**src/rtl/alu_pipe.sv**
```systemverilog
// alu_pipe: two-stage pipelined ALU with a valid/ready handshake on both sides.
//
// Stage 1 (S1) captures {a, b, opcode} on an accepted operation.
// Stage 2 (S2) computes the result and registers {y, flags}.
// Results leave in issue order, at one operation per cycle when the consumer keeps up.
//
// Ports
//   clk, rst            : clock, synchronous active-high reset
//   in_valid / in_ready : operation handshake (a, b, opcode)
//   out_valid/out_ready : result handshake (y, zero, carry, overflow, negative)
//   sticky_ovf          : set by any transferred result with overflow=1
//   clr_sticky          : clears sticky_ovf; a same-cycle set takes priority
//
// Optional feature: define ALU_MUL_EN to add an unsigned iterative shift-add
// multiplier on opcode 1111. Without it, opcode 1111 returns y=0 with the
// normal two-cycle latency.
module alu_pipe #(
    parameter int WIDTH = 16
) (
    input  logic             clk,
    input  logic             rst,
    input  logic             in_valid,
    output logic             in_ready,
    input  logic [WIDTH-1:0] a,
    input  logic [WIDTH-1:0] b,
    input  logic [3:0]       opcode,
    output logic             out_valid,
    input  logic             out_ready,
    output logic [WIDTH-1:0] y,
    output logic             zero,
    output logic             carry,
    output logic             overflow,
    output logic             negative,
    output logic             sticky_ovf,
    input  logic             clr_sticky
);

    localparam int SHW = $clog2(WIDTH);

    localparam logic [3:0] OP_ADD  = 4'b0000;
    localparam logic [3:0] OP_SUB  = 4'b0001;
    localparam logic [3:0] OP_AND  = 4'b0010;
    localparam logic [3:0] OP_OR   = 4'b0011;
    localparam logic [3:0] OP_XOR  = 4'b0100;
    localparam logic [3:0] OP_NOR  = 4'b0101;
    localparam logic [3:0] OP_SLL  = 4'b0110;
    localparam logic [3:0] OP_SRL  = 4'b0111;
    localparam logic [3:0] OP_SRA  = 4'b1000;
    localparam logic [3:0] OP_SLTS = 4'b1001;
    localparam logic [3:0] OP_SLTU = 4'b1010;
    localparam logic [3:0] OP_MOVA = 4'b1011;
    localparam logic [3:0] OP_MOVB = 4'b1100;
    localparam logic [3:0] OP_ROL  = 4'b1101;
    localparam logic [3:0] OP_ROR  = 4'b1110;
    localparam logic [3:0] OP_MUL  = 4'b1111;

    logic             s1_valid_q, s1_valid_d;
    logic [WIDTH-1:0] s1_a_q, s1_a_d;
    logic [WIDTH-1:0] s1_b_q, s1_b_d;
    logic [3:0]       s1_op_q, s1_op_d;

    logic             out_valid_q, out_valid_d;
    logic [WIDTH-1:0] y_q, y_d;
    logic             zero_q, zero_d;
    logic             carry_q, carry_d;
    logic             ovf_q, ovf_d;
    logic             neg_q, neg_d;
    logic             sticky_q, sticky_d;

    logic s2_free, mul_idle, s1_is_mul, advance, accept, out_xfer;

    logic [SHW-1:0]     sh_amt;
    logic [WIDTH:0]     sum_ext;
    logic [WIDTH-1:0]   diff;
    logic [2*WIDTH-1:0] rol_ext;
    logic [2*WIDTH-1:0] ror_ext;
    logic [WIDTH-1:0]   alu_y;
    logic               alu_carry;
    logic               alu_ovf;

`ifdef ALU_MUL_EN
    typedef enum logic [1:0] {MUL_IDLE, MUL_BUSY, MUL_DONE} mul_state_t;

    mul_state_t         mul_state_q, mul_state_d;
    logic [2*WIDTH-1:0] mul_acc_q, mul_acc_d;
    logic [2*WIDTH-1:0] mul_mcand_q, mul_mcand_d;
    logic [WIDTH-1:0]   mul_mplier_q, mul_mplier_d;
    logic [SHW-1:0]     mul_cnt_q, mul_cnt_d;
    logic [2*WIDTH-1:0] mul_acc_next;

    assign mul_idle  = (mul_state_q == MUL_IDLE);
    assign s1_is_mul = (s1_op_q == OP_MUL);
`else
    assign mul_idle  = 1'b1;
    assign s1_is_mul = 1'b0;
`endif

    // S2 can take a new result once its current one is gone or leaving now.
    assign s2_free  = !out_valid_q || out_ready;
    assign advance  = s1_valid_q && s2_free && mul_idle;
    assign in_ready = !rst && (!s1_valid_q || (s2_free && mul_idle));
    assign accept   = in_valid && in_ready;
    assign out_xfer = out_valid_q && out_ready;

    // Rotates take the matching half of the doubled operand, so a zero
    // shift amount naturally passes a through.
    always_comb begin
        sh_amt    = s1_b_q[SHW-1:0];
        sum_ext   = {1'b0, s1_a_q} + {1'b0, s1_b_q};
        diff      = s1_a_q - s1_b_q;
        rol_ext   = {s1_a_q, s1_a_q} << sh_amt;
        ror_ext   = {s1_a_q, s1_a_q} >> sh_amt;
        alu_y     = '0;
        alu_carry = 1'b0;
        alu_ovf   = 1'b0;
        case (s1_op_q)
            OP_ADD: begin
                alu_y     = sum_ext[WIDTH-1:0];
                alu_carry = sum_ext[WIDTH];
                alu_ovf   = (s1_a_q[WIDTH-1] == s1_b_q[WIDTH-1]) &&
                            (sum_ext[WIDTH-1] != s1_a_q[WIDTH-1]);
            end
            OP_SUB: begin
                alu_y     = diff;
                alu_carry = (s1_a_q >= s1_b_q);
                alu_ovf   = (s1_a_q[WIDTH-1] != s1_b_q[WIDTH-1]) &&
                            (diff[WIDTH-1] != s1_a_q[WIDTH-1]);
            end
            OP_AND:  alu_y = s1_a_q & s1_b_q;
            OP_OR:   alu_y = s1_a_q | s1_b_q;
            OP_XOR:  alu_y = s1_a_q ^ s1_b_q;
            OP_NOR:  alu_y = ~(s1_a_q | s1_b_q);
            OP_SLL:  alu_y = s1_a_q << sh_amt;
            OP_SRL:  alu_y = s1_a_q >> sh_amt;
            OP_SRA:  alu_y = $signed(s1_a_q) >>> sh_amt;
            OP_SLTS: alu_y[0] = ($signed(s1_a_q) < $signed(s1_b_q));
            OP_SLTU: alu_y[0] = (s1_a_q < s1_b_q);
            OP_MOVA: alu_y = s1_a_q;
            OP_MOVB: alu_y = s1_b_q;
            OP_ROL:  alu_y = rol_ext[2*WIDTH-1:WIDTH];
            OP_ROR:  alu_y = ror_ext[WIDTH-1:0];
            OP_MUL:  alu_y = '0;
            default: alu_y = '0;
        endcase
    end

    // Next-state for both stages, the sticky flag and the multiplier FSM.
    // A multiply leaves S1 into the FSM instead of directly into the result
    // registers; it only writes them on the final partial product.
    always_comb begin
        s1_valid_d  = s1_valid_q;
        s1_a_d      = s1_a_q;
        s1_b_d      = s1_b_q;
        s1_op_d     = s1_op_q;
        out_valid_d = out_valid_q;
        y_d         = y_q;
        zero_d      = zero_q;
        carry_d     = carry_q;
        ovf_d       = ovf_q;
        neg_d       = neg_q;
        sticky_d    = sticky_q;

        if (accept) begin
            s1_valid_d = 1'b1;
            s1_a_d     = a;
            s1_b_d     = b;
            s1_op_d    = opcode;
        end else if (advance) begin
            s1_valid_d = 1'b0;
        end

        if (out_xfer) begin
            out_valid_d = 1'b0;
        end

        if (advance && !s1_is_mul) begin
            out_valid_d = 1'b1;
            y_d         = alu_y;
            zero_d      = (alu_y == '0);
            carry_d     = alu_carry;
            ovf_d       = alu_ovf;
            neg_d       = alu_y[WIDTH-1];
        end

`ifdef ALU_MUL_EN
        mul_state_d  = mul_state_q;
        mul_acc_d    = mul_acc_q;
        mul_mcand_d  = mul_mcand_q;
        mul_mplier_d = mul_mplier_q;
        mul_cnt_d    = mul_cnt_q;
        mul_acc_next = mul_acc_q + (mul_mplier_q[0] ? mul_mcand_q : '0);
        case (mul_state_q)
            MUL_IDLE: begin
                if (advance && s1_is_mul) begin
                    mul_state_d  = MUL_BUSY;
                    mul_acc_d    = '0;
                    mul_mcand_d  = {{WIDTH{1'b0}}, s1_a_q};
                    mul_mplier_d = s1_b_q;
                    mul_cnt_d    = '0;
                end
            end
            MUL_BUSY: begin
                mul_acc_d    = mul_acc_next;
                mul_mcand_d  = mul_mcand_q << 1;
                mul_mplier_d = mul_mplier_q >> 1;
                mul_cnt_d    = mul_cnt_q + 1'b1;
                if (mul_cnt_q == SHW'(WIDTH - 1)) begin
                    mul_state_d = MUL_DONE;
                    out_valid_d = 1'b1;
                    y_d         = mul_acc_next[WIDTH-1:0];
                    zero_d      = (mul_acc_next[WIDTH-1:0] == '0);
                    carry_d     = (mul_acc_next[2*WIDTH-1:WIDTH] != '0);
                    ovf_d       = 1'b0;
                    neg_d       = mul_acc_next[WIDTH-1];
                end
            end
            MUL_DONE: begin
                if (out_xfer) begin
                    mul_state_d = MUL_IDLE;
                end
            end
            default: mul_state_d = MUL_IDLE;
        endcase
`endif

        if (clr_sticky) begin
            sticky_d = 1'b0;
        end
        if (out_xfer && ovf_q) begin
            sticky_d = 1'b1;
        end
    end

    always_ff @(posedge clk) begin
        if (rst) begin
            s1_valid_q  <= 1'b0;
            s1_a_q      <= '0;
            s1_b_q      <= '0;
            s1_op_q     <= '0;
            out_valid_q <= 1'b0;
            y_q         <= '0;
            zero_q      <= 1'b0;
            carry_q     <= 1'b0;
            ovf_q       <= 1'b0;
            neg_q       <= 1'b0;
            sticky_q    <= 1'b0;
`ifdef ALU_MUL_EN
            mul_state_q  <= MUL_IDLE;
            mul_acc_q    <= '0;
            mul_mcand_q  <= '0;
            mul_mplier_q <= '0;
            mul_cnt_q    <= '0;
`endif
        end else begin
            s1_valid_q  <= s1_valid_d;
            s1_a_q      <= s1_a_d;
            s1_b_q      <= s1_b_d;
            s1_op_q     <= s1_op_d;
            out_valid_q <= out_valid_d;
            y_q         <= y_d;
            zero_q      <= zero_d;
            carry_q     <= carry_d;
            ovf_q       <= ovf_d;
            neg_q       <= neg_d;
            sticky_q    <= sticky_d;
`ifdef ALU_MUL_EN
            mul_state_q  <= mul_state_d;
            mul_acc_q    <= mul_acc_d;
            mul_mcand_q  <= mul_mcand_d;
            mul_mplier_q <= mul_mplier_d;
            mul_cnt_q    <= mul_cnt_d;
`endif
        end
    end

    assign out_valid  = out_valid_q;
    assign y          = y_q;
    assign zero       = zero_q;
    assign carry      = carry_q;
    assign overflow   = ovf_q;
    assign negative   = neg_q;
    assign sticky_ovf = sticky_q;

endmodule

```
**config.mk**
```make
export PLATFORM = sky130hd
export DESIGN_NAME = alu_pipe
export DESIGN_NICKNAME = d
export VERILOG_FILES = /design/src/rtl/alu_pipe.sv
export SDC_FILE = /design/constraint.sdc
export NUM_CORES = 1
export LEC_CHECK = 0
export ABC_AREA = 1
export CAP_MARGIN = 10
export CORE_MARGIN = 3
export CORE_UTILIZATION = 55
export CTS_BUF_LIST = sky130_fd_sc_hd__clkbuf_8
export CTS_CLUSTER_DIAMETER = 100
export DETAILED_ROUTE_END_ITERATION = 12
export HOLD_SLACK_MARGIN = 0.05
export PLACE_DENSITY = 0.76
export SYNTH_ARGS = -nofsm -noshare
export SYNTH_HDL_FRONTEND = slang
export SYNTH_SLANG_ARGS = --single-unit
```
**constraint.sdc**
```tcl
create_clock -name clk -period 4.2 [get_ports clk]
set_input_delay 1.26 -clock clk [delete_from_list [all_inputs] [get_ports clk]]
set_output_delay 1.26 -clock clk [all_outputs]
set_load 0.05 [all_outputs]
```
==> flow_metrics.py <==
metrics = {
    "setup_path": {
        "cp_num_buf_inv": 5,
        "critPathKind": "input pin to output pin",
        "cp_slowest_stage_delay_ns": 0.48,
        "required_ns": 2.94,
        "cp_cell_sequence": "clkdlybuf4s50_1 -> inv_1 -> nand2_1 -> nor2_1 -> inv_1 -> nand2_1 -> inv_1 -> buf_4",
        "rrSetupSlack_ns": 1.01,
        "critPathLaunchType": "input pin",
        "critPathMaxFanout": 3,
        "regToRegStartpoint": "s1_b_q[0]$_SDFFE_PP0P_",
        "end_kind": "output pin",
        "cp.arrival_ns": 2.36,
        "crit_path_frequent_cell": "inv_1",
        "cpMaxStageDelayCell": "clkdlybuf4s50_1",
        "r2r_cells": 14,
        "reg2reg_to": "zero$_SDFFE_PP0P_",
        "crit_family": "buffers and inverters",
    },
    "sta": {
        "hold_slack_ns": 0.465,
        "worst_slew_pin_slew_ns": 1.00,
        "setup_slack_ns": 0.584,
        "final_max_slew_viol_count": 0,
        "grt_setup_unrepaired": "false",
        "finalSetupTns_ns": 0,
        "fin_worst_skew_ns": 0.00898,
        "slew_headroom": 0.331,
        "hold_viol_final": 0,
        "setup_viol": 0,
        "min_period_over_period": 0.861,
        "period_needed_ns": 3.62,
        "fmax_mhz": 277,
    },
    "power": {
        "finalPower_mw": 2.38,
        "ir_drop_mv": 0.244,
        "p_leak_nw": 4.38,
        "power_density_mw_per_mm2": 278,
    },
    "floorplan": {
        "dieWidth_um": 125,
        "die_y_um": 125,
        "rows": 42,
        "die_area_mm2": 0.0155,
        "coreArea_mm2": 0.0135,
        "ioPinCount": 64,
        "start_util": 0.572,
    },
    "clocking": {
        "cts_setup_buffers": 0,
        "htree_levels": 3,
        "cts_root_buf": "clkbuf_8",
        "cts_sinks": 58,
        "numCtsBuffers": 9,
        "hold_buffers": 0,
        "clock_latency_ns": 0.38,
        "tritoncts": "built",
        "clk_path_buf_depth": 2,
        "clkTransAtPathRegs_ns": 0.08,
        "post_cts_resized": 0,
    },
    "synth": {
        "syn_inst": 1419,
        "synth_top_family_by_area": "simple AND/OR/NAND/NOR gates",
        "syn_nets": 1518,
        "synth_fa_ha_area_frac": 0.0958,
        "synthMuxAreaShare": 0,
        "ys_seq_area_frac": 0.150,
        "synth.avg_cell_area_um2": 5.45,
        "ys_warn_count": 0,
        "ys_types": 43,
        "synth_area_mm2": 0.00773,
        "synth_seq_cells": 58,
        "synth_compound_area_frac": 0.138,
        "yosys.area_share.simple": 0.497,
        "synth_xor_area_frac": 0.00340,
    },
    "global_route": {
        "grt_usage": 0.349,
        "antenna_found_initial": 0,
        "grt-ovfl-total": 0,
        "grt_pass1_vias": 8376,
        "grt_use_met3": 0.0738,
        "grt_use_met2": 0.521,
        "grt_max_degree": 73,
        "grt_busiest_layer": "met2",
        "grt_pass1_wl_mm": 43.9,
        "grt_util_met1": 0.477,
    },
    "placed_design": {
        "portBuffers": 63,
        "dp_cells": 1605,
        "dpl_cell_area_mm2": 0.00835,
        "dp_slack_ns": 0.593,
        "gp_congestion": 1.11,
        "dp_hpwl_mm": 21.4,
    },
    "drt": {
        "drcViolationCount": 0,
        "via_per_inst": 5.89,
        "wl_mm": 27.9,
        "vias": 9555,
        "ant_nets": 0,
        "dr.first_iter.drc_count": 1299,
        "wl_per_cell_um": 17.2,
        "firstDrtPassIters": 6,
    },
    "status": {
        "status": "completed",
    },
    "layout": {
        "nets": 1539,
        "diodes": 0,
        "fin_cells": 1621,
        "area_delta_synth_final_pct": 10.9,
        "drive_gt1_frac": 0.0429,
        "fin_area_mm2": 0.00857,
        "final_core_util": 0.635,
    },
    "flow_run": {
        "cap_violations": 0,
    },
    "min_path": {
        "hold_start": "sticky_ovf$_SDFFE_PP0P_",
        "hold_end": "sticky_ovf$_SDFFE_PP0P_",
        "holdPathStages": 2,
        "hp-class": "register to register",
    },
}
-- area by class of cell --
class	instances	area [µm²]
clock buffer	9	124
clock inverter	7	101
fill	1407	4930
inverter	144	546
multi-input combinational	1149	5690
sequential	58	1160
tap	176	220
timing repair buffer	78	736
-- registers in the layout, indices dropped and copies added, names as in the netlist --
register,cells
out_valid,1
s1_op_q,4
s1_a_q,16
sticky_ovf,1
y,16
zero,1
overflow,1
s1_b_q,16
s1_valid_q,1
carry,1
-- cells in the mapped netlist, drive strengths merged --
cell / instances / area, µm²
nand2: 501 / 1940
nand3: 216 / 1100
nor2: 149 / 567
inv: 140 / 531
o21ai: 69 / 345
dfxtp: 58 / 1160
ha: 56 / 701
a21oi: 47 / 239
buf: 41 / 241
o31ai: 36 / 270
clkbuf: 27 / 103
nand4: 18 / 113
nor3: 16 / 90.1
o211ai: 11 / 82.6
o22ai: 10 / 62.6
clkinv: 4 / 15.0
nand3b: 3 / 22.5
a22oi: 2 / 15.0
fa: 2 / 40.0
o21bai: 2 / 15.0
or2: 2 / 12.5
xor2: 2 / 17.5
a21boi: 1 / 7.51
a31oi: 1 / 6.26
and3: 1 / 6.26
o2111ai: 1 / 8.76
o21a: 1 / 7.51
o221ai: 1 / 8.76
xnor2: 1 / 8.76
-- report_power, final --
group | switching, mW | internal, mW | leakage, nW | total [mW]
Sequential | 0.0588 | 0.591 | 0.479 | 0.650
Combinational | 0.778 | 0.349 | 3.79 | 1.13
Clock | 0.268 | 0.337 | 0.106 | 0.605
Total | 1.10 | 1.28 | 4.38 | 2.38
-- placed cells by master, fill, tap and decap left out, types with 4 or more instances in the layout --
cell type / Yosys / layout
buf_4: 7 / 16
nand3_1: 213 / 213
o21ai_1: 7 / 7
o31ai_1: 36 / 36
nand2_2: 7 / 7
clkinv_1: 4 / 4
inv_2: 4 / 4
inv_1: 135 / 135
nand2_1: 489 / 489
nand2_4: 5 / 5
o21ai_0: 62 / 62
clkdlybuf4s50_1: 0 / 61
o22ai_1: 10 / 10
nor2_1: 146 / 145
o211ai_1: 11 / 11
dfxtp_1: 58 / 58
clkbuf_8: 0 / 9
ha_1: 56 / 56
a21oi_1: 46 / 46
nand4_1: 18 / 18
nor3_1: 14 / 14
-- cells by family after synthesis --
| logic type | count (synthesis) |
|---|---|
| DFF | 58 |
| buffers and inverters | 212 |
| AOI/OAI and AO/OA | 182 |
| adders and majority gates | 58 |
| xor gates and xnor gates | 3 |
| and+or+nand+nor | 906 |
-- worst max path at each step --
| stage | startpoint | endpoint | slack [ns] | depth (start not counted) |
|---|---|---|---|---|
| 5_1_grt | out_ready | in_ready | 0.52 | 8 |
| 2_1_floorplan | rst | in_ready | 1.01 | 4 |
| 4_1_cts | out_ready | in_ready | 0.58 | 8 |
| 3_5_place_dp | out_ready | in_ready | 0.59 | 8 |
| 6_report | out_ready | in_ready | 0.58 | 8 |
| 3_3_place_gp | out_ready | in_ready | 0.63 | 8 |
-- routing by layer --
metal / vias to the layer above / wire [µm]
met3: 100 / 2850
li1: 4664 / -
met1: 4293 / 11800
met2: 498 / 11900
met4: 0 / 1330
met5: - / 0
-- tightest hold or removal path: stages (launching register included) --
cell	delay, ns
dfxtp_1	0.31
nand2_1	0.06
a21oi_1	0.05
(Power assumes the default switching activity.)
